[config.mk]
export PLATFORM = sky130hd
export DESIGN_NAME = beat_packer
export DESIGN_NICKNAME = d
export VERILOG_FILES = /design/src/rtl/beat_packer.sv
export SDC_FILE = /design/constraint.sdc
export NUM_CORES = 1
export LEC_CHECK = 0
export CORE_MARGIN = 2
export CORE_UTILIZATION = 48
export DETAILED_ROUTE_END_ITERATION = 7
export PLACE_DENSITY = 0.83
export SLEW_MARGIN = 15
export SYNTH_ARGS = -nofsm -noshare
export SYNTH_HDL_FRONTEND = slang
export SYNTH_SLANG_ARGS = --single-unit
[constraint.sdc]
create_clock -name i_clk -period 2.4 [get_ports i_clk]
set_input_delay 0.6 -clock i_clk [delete_from_list [all_inputs] [get_ports i_clk]]
set_output_delay 0.6 -clock i_clk [all_outputs]
set_load 0.05 [all_outputs]
[src/rtl/beat_packer.sv]
// rtl/beat_packer.sv - packs IW-bit input beats into IW*RATIO-bit output words with lane keep and last
module beat_packer #(
  parameter int IW    = 8,
  parameter int RATIO = 4
) (
  input  logic                  i_clk,
  input  logic                  i_reset,
  input  logic                  i_valid,
  output logic                  o_ready,
  input  logic [IW-1:0]         i_data,
  input  logic                  i_last,
  output logic                  o_valid,
  input  logic                  i_ready,
  output logic [IW*RATIO-1:0]   o_data,
  output logic [RATIO-1:0]      o_keep,
  output logic                  o_last
);

  localparam int CW = (RATIO > 1) ? $clog2(RATIO) : 1;
  localparam logic [CW-1:0] CNT_MAX = CW'(RATIO - 1);

  // Assembly state: lanes collected so far for the word in progress
  logic [CW-1:0]         cnt_q, cnt_d;
  logic [IW*RATIO-1:0]   asm_data_q, asm_data_d;
  logic [RATIO-1:0]      asm_keep_q, asm_keep_d;

  // Output word register
  logic                  out_valid_q, out_valid_d;
  logic [IW*RATIO-1:0]   out_data_q, out_data_d;
  logic [RATIO-1:0]      out_keep_q, out_keep_d;
  logic                  out_last_q, out_last_d;

  // Assembly state merged with the beat currently on the input
  logic [IW*RATIO-1:0]   merged_data;
  logic [RATIO-1:0]      merged_keep;

  logic in_xfer;
  logic out_xfer;
  logic completing;

  // The output register can take a new word whenever it is empty or being drained
  assign o_ready    = !out_valid_q || i_ready;
  assign in_xfer    = i_valid && o_ready;
  assign out_xfer   = out_valid_q && i_ready;
  assign completing = (cnt_q == CNT_MAX) || i_last;

  assign o_valid = out_valid_q;
  assign o_data  = out_data_q;
  assign o_keep  = out_keep_q;
  assign o_last  = out_last_q;

  // Place the incoming beat into lane cnt on top of the lanes already collected
  always_comb begin
    merged_data = asm_data_q;
    merged_keep = asm_keep_q;
    for (int l = 0; l < RATIO; l++) begin
      if (cnt_q == CW'(l)) begin
        merged_data[l*IW +: IW] = i_data;
        merged_keep[l]          = 1'b1;
      end
    end
  end

  // Next-state: accumulate non-completing beats, hand complete words to the output register
  always_comb begin
    cnt_d       = cnt_q;
    asm_data_d  = asm_data_q;
    asm_keep_d  = asm_keep_q;
    out_valid_d = out_valid_q;
    out_data_d  = out_data_q;
    out_keep_d  = out_keep_q;
    out_last_d  = out_last_q;

    if (out_xfer) begin
      out_valid_d = 1'b0;
    end

    if (in_xfer) begin
      if (completing) begin
        // Clearing the assembly data keeps unfilled lanes of the next partial word at zero
        out_valid_d = 1'b1;
        out_data_d  = merged_data;
        out_keep_d  = merged_keep;
        out_last_d  = i_last;
        asm_data_d  = '0;
        asm_keep_d  = '0;
        cnt_d       = '0;
      end else begin
        asm_data_d  = merged_data;
        asm_keep_d  = merged_keep;
        cnt_d       = cnt_q + CW'(1);
      end
    end
  end

  // State registers; reset discards any partial word
  always_ff @(posedge i_clk or posedge i_reset) begin
    if (i_reset) begin
      cnt_q       <= '0;
      asm_data_q  <= '0;
      asm_keep_q  <= '0;
      out_valid_q <= 1'b0;
      out_data_q  <= '0;
      out_keep_q  <= '0;
      out_last_q  <= 1'b0;
    end else begin
      cnt_q       <= cnt_d;
      asm_data_q  <= asm_data_d;
      asm_keep_q  <= asm_keep_d;
      out_valid_q <= out_valid_d;
      out_data_q  <= out_data_d;
      out_keep_q  <= out_keep_d;
      out_last_q  <= out_last_d;
    end
  end

endmodule

==> flow_summary.toml, run 1 <==
[status]
status = "finished clean"

[floorplan]
top_level_ports = 52
dieArea_um2 = 7556
initial_core_util_pct = 49.12
die_h_um = 86.93
fp-row-count = 30
core_area_um2 = 6719
die_w_um = 86.93

[global_routing]
grt_max_degree = 77
grt_pass1_vias = 2499
track_usage_pct = 22.11
antenna_found_initial = 0
grt_overflow = 0
grt_pass1_wl_mm = 12.81

[cells_and_area]
multi_input_area_um2 = 1240
antennaDiodeCount = 0
postLayoutCoreUtil_pct = 60.95
fill_cells = 545
layout.nets = 338
area.growth.synth_to_final_pct = 24.07
regArea_um2 = 1902
drive_gt1_share_pct = 9.509

[synth]
syn_area_um2 = 3301
synth_edf_count = 0
yosys_warnings = 0
synth_fp_nets = 293
syn_inst = 276
syn_avg_cell_area_um2 = 11.96
seq_area_frac_synth_pct = 57.62
synth_ff_type = "dfrtp_1"
yosysUniqueCellTypes = 25
synth_seq_cells = 76
async_flop_share_pct = 100.0

[setup_path]
critPathMaxFanout = 2
reg2reg_setup_slack_ps = 340
slowest_delay_ps = 830
slowest_stage = "clkdlybuf4s50_1"
cp_data_required_time_ps = 1800
worstReg2RegStart = "cnt_q[0]$_DFFE_PP0N_"
cp-endpoint = "o_data[30]"
crit_path_end_kind = "output port"
cp-startpoint = "o_data[30]$_DFFE_PP0P_"
crit_family = "buffers and inverters"
worstPathArrival_ps = 1550
worstRegToRegCells = 5
worst-path-buf-inv = 1
start_kind = "flip-flop"
critical_path_class = "reg2out"
reg2reg_to = "asm_data_q[20]$_DFFE_PP0N_"
path_cells = "clkdlybuf4s50_1"
cp_num_cells = 1

[drt]
initialDrtViolationCount = 250
drc = 0
viasPerCell = 6.113
dr.pass1.iters = 4
wl_per_cell_um = 19.19
vias = 2482
routed_wl_mm = 7.793
ant_nets = 0

[placement]
io_buffers = 51
dp_hpwl_mm = 4.878
gp_congestion = 0.7942
place_ws_ps = 160.8

[timing]
finalSetupViolations = 0
slew_headroom_pct = 61.13
min_period_over_period_pct = 89.50
whs_ps = 485.4
finalMaxSlewViolations = 0
tightest_slew_ps = 583.0
hold_viol_final = 0
rsz0062_at_grt = "no"
fin_skew_ps = 7.131
fmax_mhz = 465.5
fin_ws_ps = 252.0
fin_crit_ps = 2148
setup_tns_ps = 0

[clocking]
clk_latency_ps = 340
cts_max_path_buffers = 2
cts_resized = 0
cts_buffers = 9
cts_tree = "yes"
cts_hold_buffers = 0
post_cts_buffers = 0
root_buffer = "clkbuf_8"
clock_sinks = 76
htree_num_levels = 3
clkTransAtPathRegs_ps = 70

[power]
ir_worst_vdd_mv = 0.5547
power_density_nw_per_um2 = 1107
p_leak_nw = 1.767

[flow_run]
cap_violations = 0

[worst_hold_path]
hold_class = "reg2reg"
per-stage QoR:
stage          cells  power (mW)  area, um^2
2_1_floorplan    276       2.912        3304
3_3_place_gp     390       3.451        3877
3_5_place_dp     390       3.491        3877
4_1_cts          406       4.553        4095
5_1_grt          406       4.739        4095
6_report         406       4.533        4095
registers in the layout, summed over array words and instances (netlist names):
name and count:
asm_data_q 32, o_data 32, asm_keep_q 4, o_keep 4
cnt_q 2, o_last 1, o_valid 1
final cells by class:
cell class | instances | area share (%)
Clock inverter | 4 | 1.772
Sequential cell | 76 | 46.44
Inverter | 3 | 0.3666
Tap cell | 80 | 2.444
Multi-Input combinational cell | 170 | 30.28
Timing Repair Buffer | 61 | 15.15
Clock buffer | 12 | 3.544
logic make-up (layout without fill, tap and decap cells):
logic type	Yosys count	count (layout)	synth area share, %
AO/OA/AOI/OAI	104	104	20.81
flip-flops	76	76	57.62
multiplexers	33	33	10.01
buffers and inverters	30	80	4.890
AND/OR/NAND/NOR	29	29	5.156
adder cells (fa/ha/maj)	4	4	1.516
cells in the mapped netlist, types with 2 or more instances:
library cell  number  area, um^2
a21oi_1           36       180.2
a22o_1            25       219.0
a31oi_1           38       237.7
and2_1            10       62.56
and4_1             3       26.28
buf_1              3       11.26
buf_2             12       60.06
buf_4              3       22.52
buf_6              3       33.78
clkbuf_1           6       22.52
dfrtp_1           76        1902
ha_1               4       50.05
inv_1              3       11.26
mux2i_1           33       330.3
nand3_1            2       10.01
nor2_1             8       30.03
o211ai_2           3       37.54
how the worst min path moves through the flow:
stage / startpoint / end / slack (ps) / cells after the start
floorplan: asm_data_q[24]$_DFFE_PP0N_ / asm_data_q[24]$_DFFE_PP0N_ / 450 / 1
global placement: asm_data_q[26]$_DFFE_PP0N_ / asm_data_q[26]$_DFFE_PP0N_ / 470 / 1
detailed placement: asm_data_q[25]$_DFFE_PP0N_ / asm_data_q[25]$_DFFE_PP0N_ / 470 / 1
CTS: asm_data_q[24]$_DFFE_PP0N_ / asm_data_q[24]$_DFFE_PP0N_ / 490 / 1
global route: asm_data_q[26]$_DFFE_PP0N_ / asm_data_q[26]$_DFFE_PP0N_ / 500 / 1
finish: asm_data_q[26]$_DFFE_PP0N_ / asm_data_q[26]$_DFFE_PP0N_ / 490 / 1
placed cells by master, fill, tap and decap left out, types with 2 or more instances in the layout:
cell / synthesis / layout
dfrtp_1: 76 / 76
clkdlybuf4s50_1: 0 / 50
a31oi_1: 38 / 38
a21oi_1: 36 / 36
mux2i_1: 33 / 33
a22o_1: 25 / 25
and2_1: 10 / 10
clkbuf_8: 0 / 10
nor2_1: 8 / 8
buf_4: 3 / 8
ha_1: 4 / 4
and4_1: 3 / 3
o211ai_2: 3 / 3
buf_12: 0 / 3
inv_1: 3 / 2
nand3_1: 2 / 2
clkinvlp_4: 0 / 2
bufinv_16: 0 / 2
clkbuf_1: 6 / 2
report_power, final:
part / total (mW) / internal [mW] / switching, mW / leakage [nW]
combinational: 1.76 / 0.623 / 1.14 / 0.703
clock: 1.06 / 0.613 / 0.450 / 0.107
sequential: 1.71 / 1.55 / 0.160 / 0.958
total: 4.53 / 2.78 / 1.75 / 1.77
layer usage:
layer | part of all wire (%) | wire length [um] | vias up | GRT usage, %
li1 | - | - | 1118 | -
met1 | 43 | 3345 | 1258 | 31.00
met2 | 49 | 3850 | 96 | 34.00
met3 | 6.3 | 492 | 10 | 4.645
met4 | 1.3 | 105 | 0 | 8.381
met5 | 0 | 0 | - | 0
(Power assumes the default switching activity.)
==> inputs of run 2 (changes only) <==
- CORE_MARGIN: 2 -> 4
- HOLD_SLACK_MARGIN: unset -> 0.15
==> flow_summary.toml, run 2 (synthesized netlist as in run 1, its figures left out) <==
[floorplan]
die_h_um = 90.93
die_w_um = 90.93
dieArea_um2 = 8267
core_area_um2 = 6495
fp-row-count = 29
initial_core_util_pct = 50.82
top_level_ports = 52

[status]
status = "finished clean"

[placement]
dp_hpwl_mm = 5.001
gp_congestion = 0.8016
io_buffers = 51
place_ws_ps = 195.5

[cells_and_area]
area.growth.synth_to_final_pct = 24.79
layout.nets = 339
antennaDiodeCount = 0
mostFrequentLayoutCells = "76 x dfrtp_1, 50 x clkdlybuf4s50_1, 38 x a31oi_1"
final_common_cell = "dfrtp_1"
drive_gt1_share_pct = 10.09

[timing]
finalMaxSlewViolations = 0
fin_skew_ps = 12.49
min_period_over_period_pct = 89.99
fin_ws_ps = 240.2
hold_viol_final = 0
finalSetupViolations = 0
fmax_mhz = 463.0
fin_crit_ps = 2160
tightest_slew_ps = 587.4
slew_headroom_pct = 60.84
rsz0062_at_grt = "no"
setup_tns_ps = 0

[global_routing]
track_usage_pct = 20.95
grt_max_degree = 77
grt_use_met2_pct = 31.88
met3_usage_pct = 6.250
busiest_layer = "met2"
grt_pass1_vias = 2619
grt_pass1_wl_mm = 13.51
antenna_found_initial = 0
grt_util_met1_pct = 27.45
grt_overflow = 0

[setup_path]
path_cells = "clkdlybuf4s50_1"
crit_path_end_kind = "output port"
worst-path-buf-inv = 1
worstPathArrival_ps = 1560
cp_data_required_time_ps = 1800
critPathMaxFanout = 2
slowest_delay_ps = 820
start_kind = "flip-flop"
slowest_stage = "clkdlybuf4s50_1"
crit_family = "buffers and inverters"
critical_path_class = "reg2out"

[clocking]
htree_num_levels = 3
cts_hold_buffers = 0
clock_sinks = 76
cts_buffers = 9
cts_max_path_buffers = 2
cts_resized = 0
clkTransAtPathRegs_ps = 70
root_buffer = "clkbuf_8"
clk_latency_ps = 360
cts_tree = "yes"
post_cts_buffers = 0

[power]
ir_worst_vdd_mv = 0.6140
p_leak_nw = 1.787
power_density_nw_per_um2 = 1137

[drt]
initialDrtViolationCount = 150
routed_wl_mm = 8.000
ant_nets = 0
wl_per_cell_um = 19.80
vias = 2473
viasPerCell = 6.121
dr.pass1.iters = 4
drc = 0

[flow_run]
cap_violations = 0

[worst_hold_path]
hold_class = "reg2reg"
run 2: power breakdown:
part           internal (mW)  switching (mW)  total [mW]
Sequential              1.55           0.165        1.71
Clock                  0.747           0.466        1.21
Combinational          0.618            1.14        1.76
Total                   2.91            1.77        4.68
run 2: metal layers:
layer / wire (um) / vias up
met5: 0 / -
met4: 155 / 0
met3: 556 / 13
met2: 3723 / 87
met1: 3564 / 1249
li1: - / 1124
run 2: area by class of cell:
| class | count | area, um^2 |
|---|---|---|
| multi-input cells | 170 | 1240 |
| well taps | 77 | 96.34 |
| clock buffers | 12 | 155.1 |
| flip-flops and latches | 76 | 1902 |
| inverters | 3 | 15.01 |
| clock inverters | 4 | 95.09 |
| fillers | 483 | 2376 |
| repair buffers | 62 | 615.6 |
run 2: per-stage QoR:
step / area [um^2] / cells / utilization [%] / power (mW) / hold slack [ps]
6_report: 4119 / 404 / 63.42 / 4.683 / 489.1
5_1_grt: 4119 / 404 / 63.42 / 4.901 / 506.3
3_5_place_dp: 3869 / 388 / 59.56 / 3.488 / 471.6
4_1_cts: 4119 / 404 / 63.42 / 4.709 / 493.4
2_1_floorplan: 3304 / 276 / - / 2.912 / 452.8
3_3_place_gp: 3869 / 388 / 59.56 / 3.449 / 468.2
run 2: final timing paths:
kind	from	end	slack [ps]	cells past startpoint
setup / recovery	o_data[23]$_DFFE_PP0P_	o_data[23]	240	1
hold / removal	asm_data_q[28]$_DFFE_PP0N_	asm_data_q[28]$_DFFE_PP0N_	490	1
setup reg to reg	cnt_q[1]$_DFFE_PP0N_	asm_data_q[20]$_DFFE_PP0N_	340	5
hold reg to reg	asm_data_q[28]$_DFFE_PP0N_	asm_data_q[28]$_DFFE_PP0N_	490	1
max in group asynchronous	i_reset	asm_data_q[20]$_DFFE_PP0N_	1400	3
min in group asynchronous	i_reset	o_data[3]$_DFFE_PP0P_	700	3
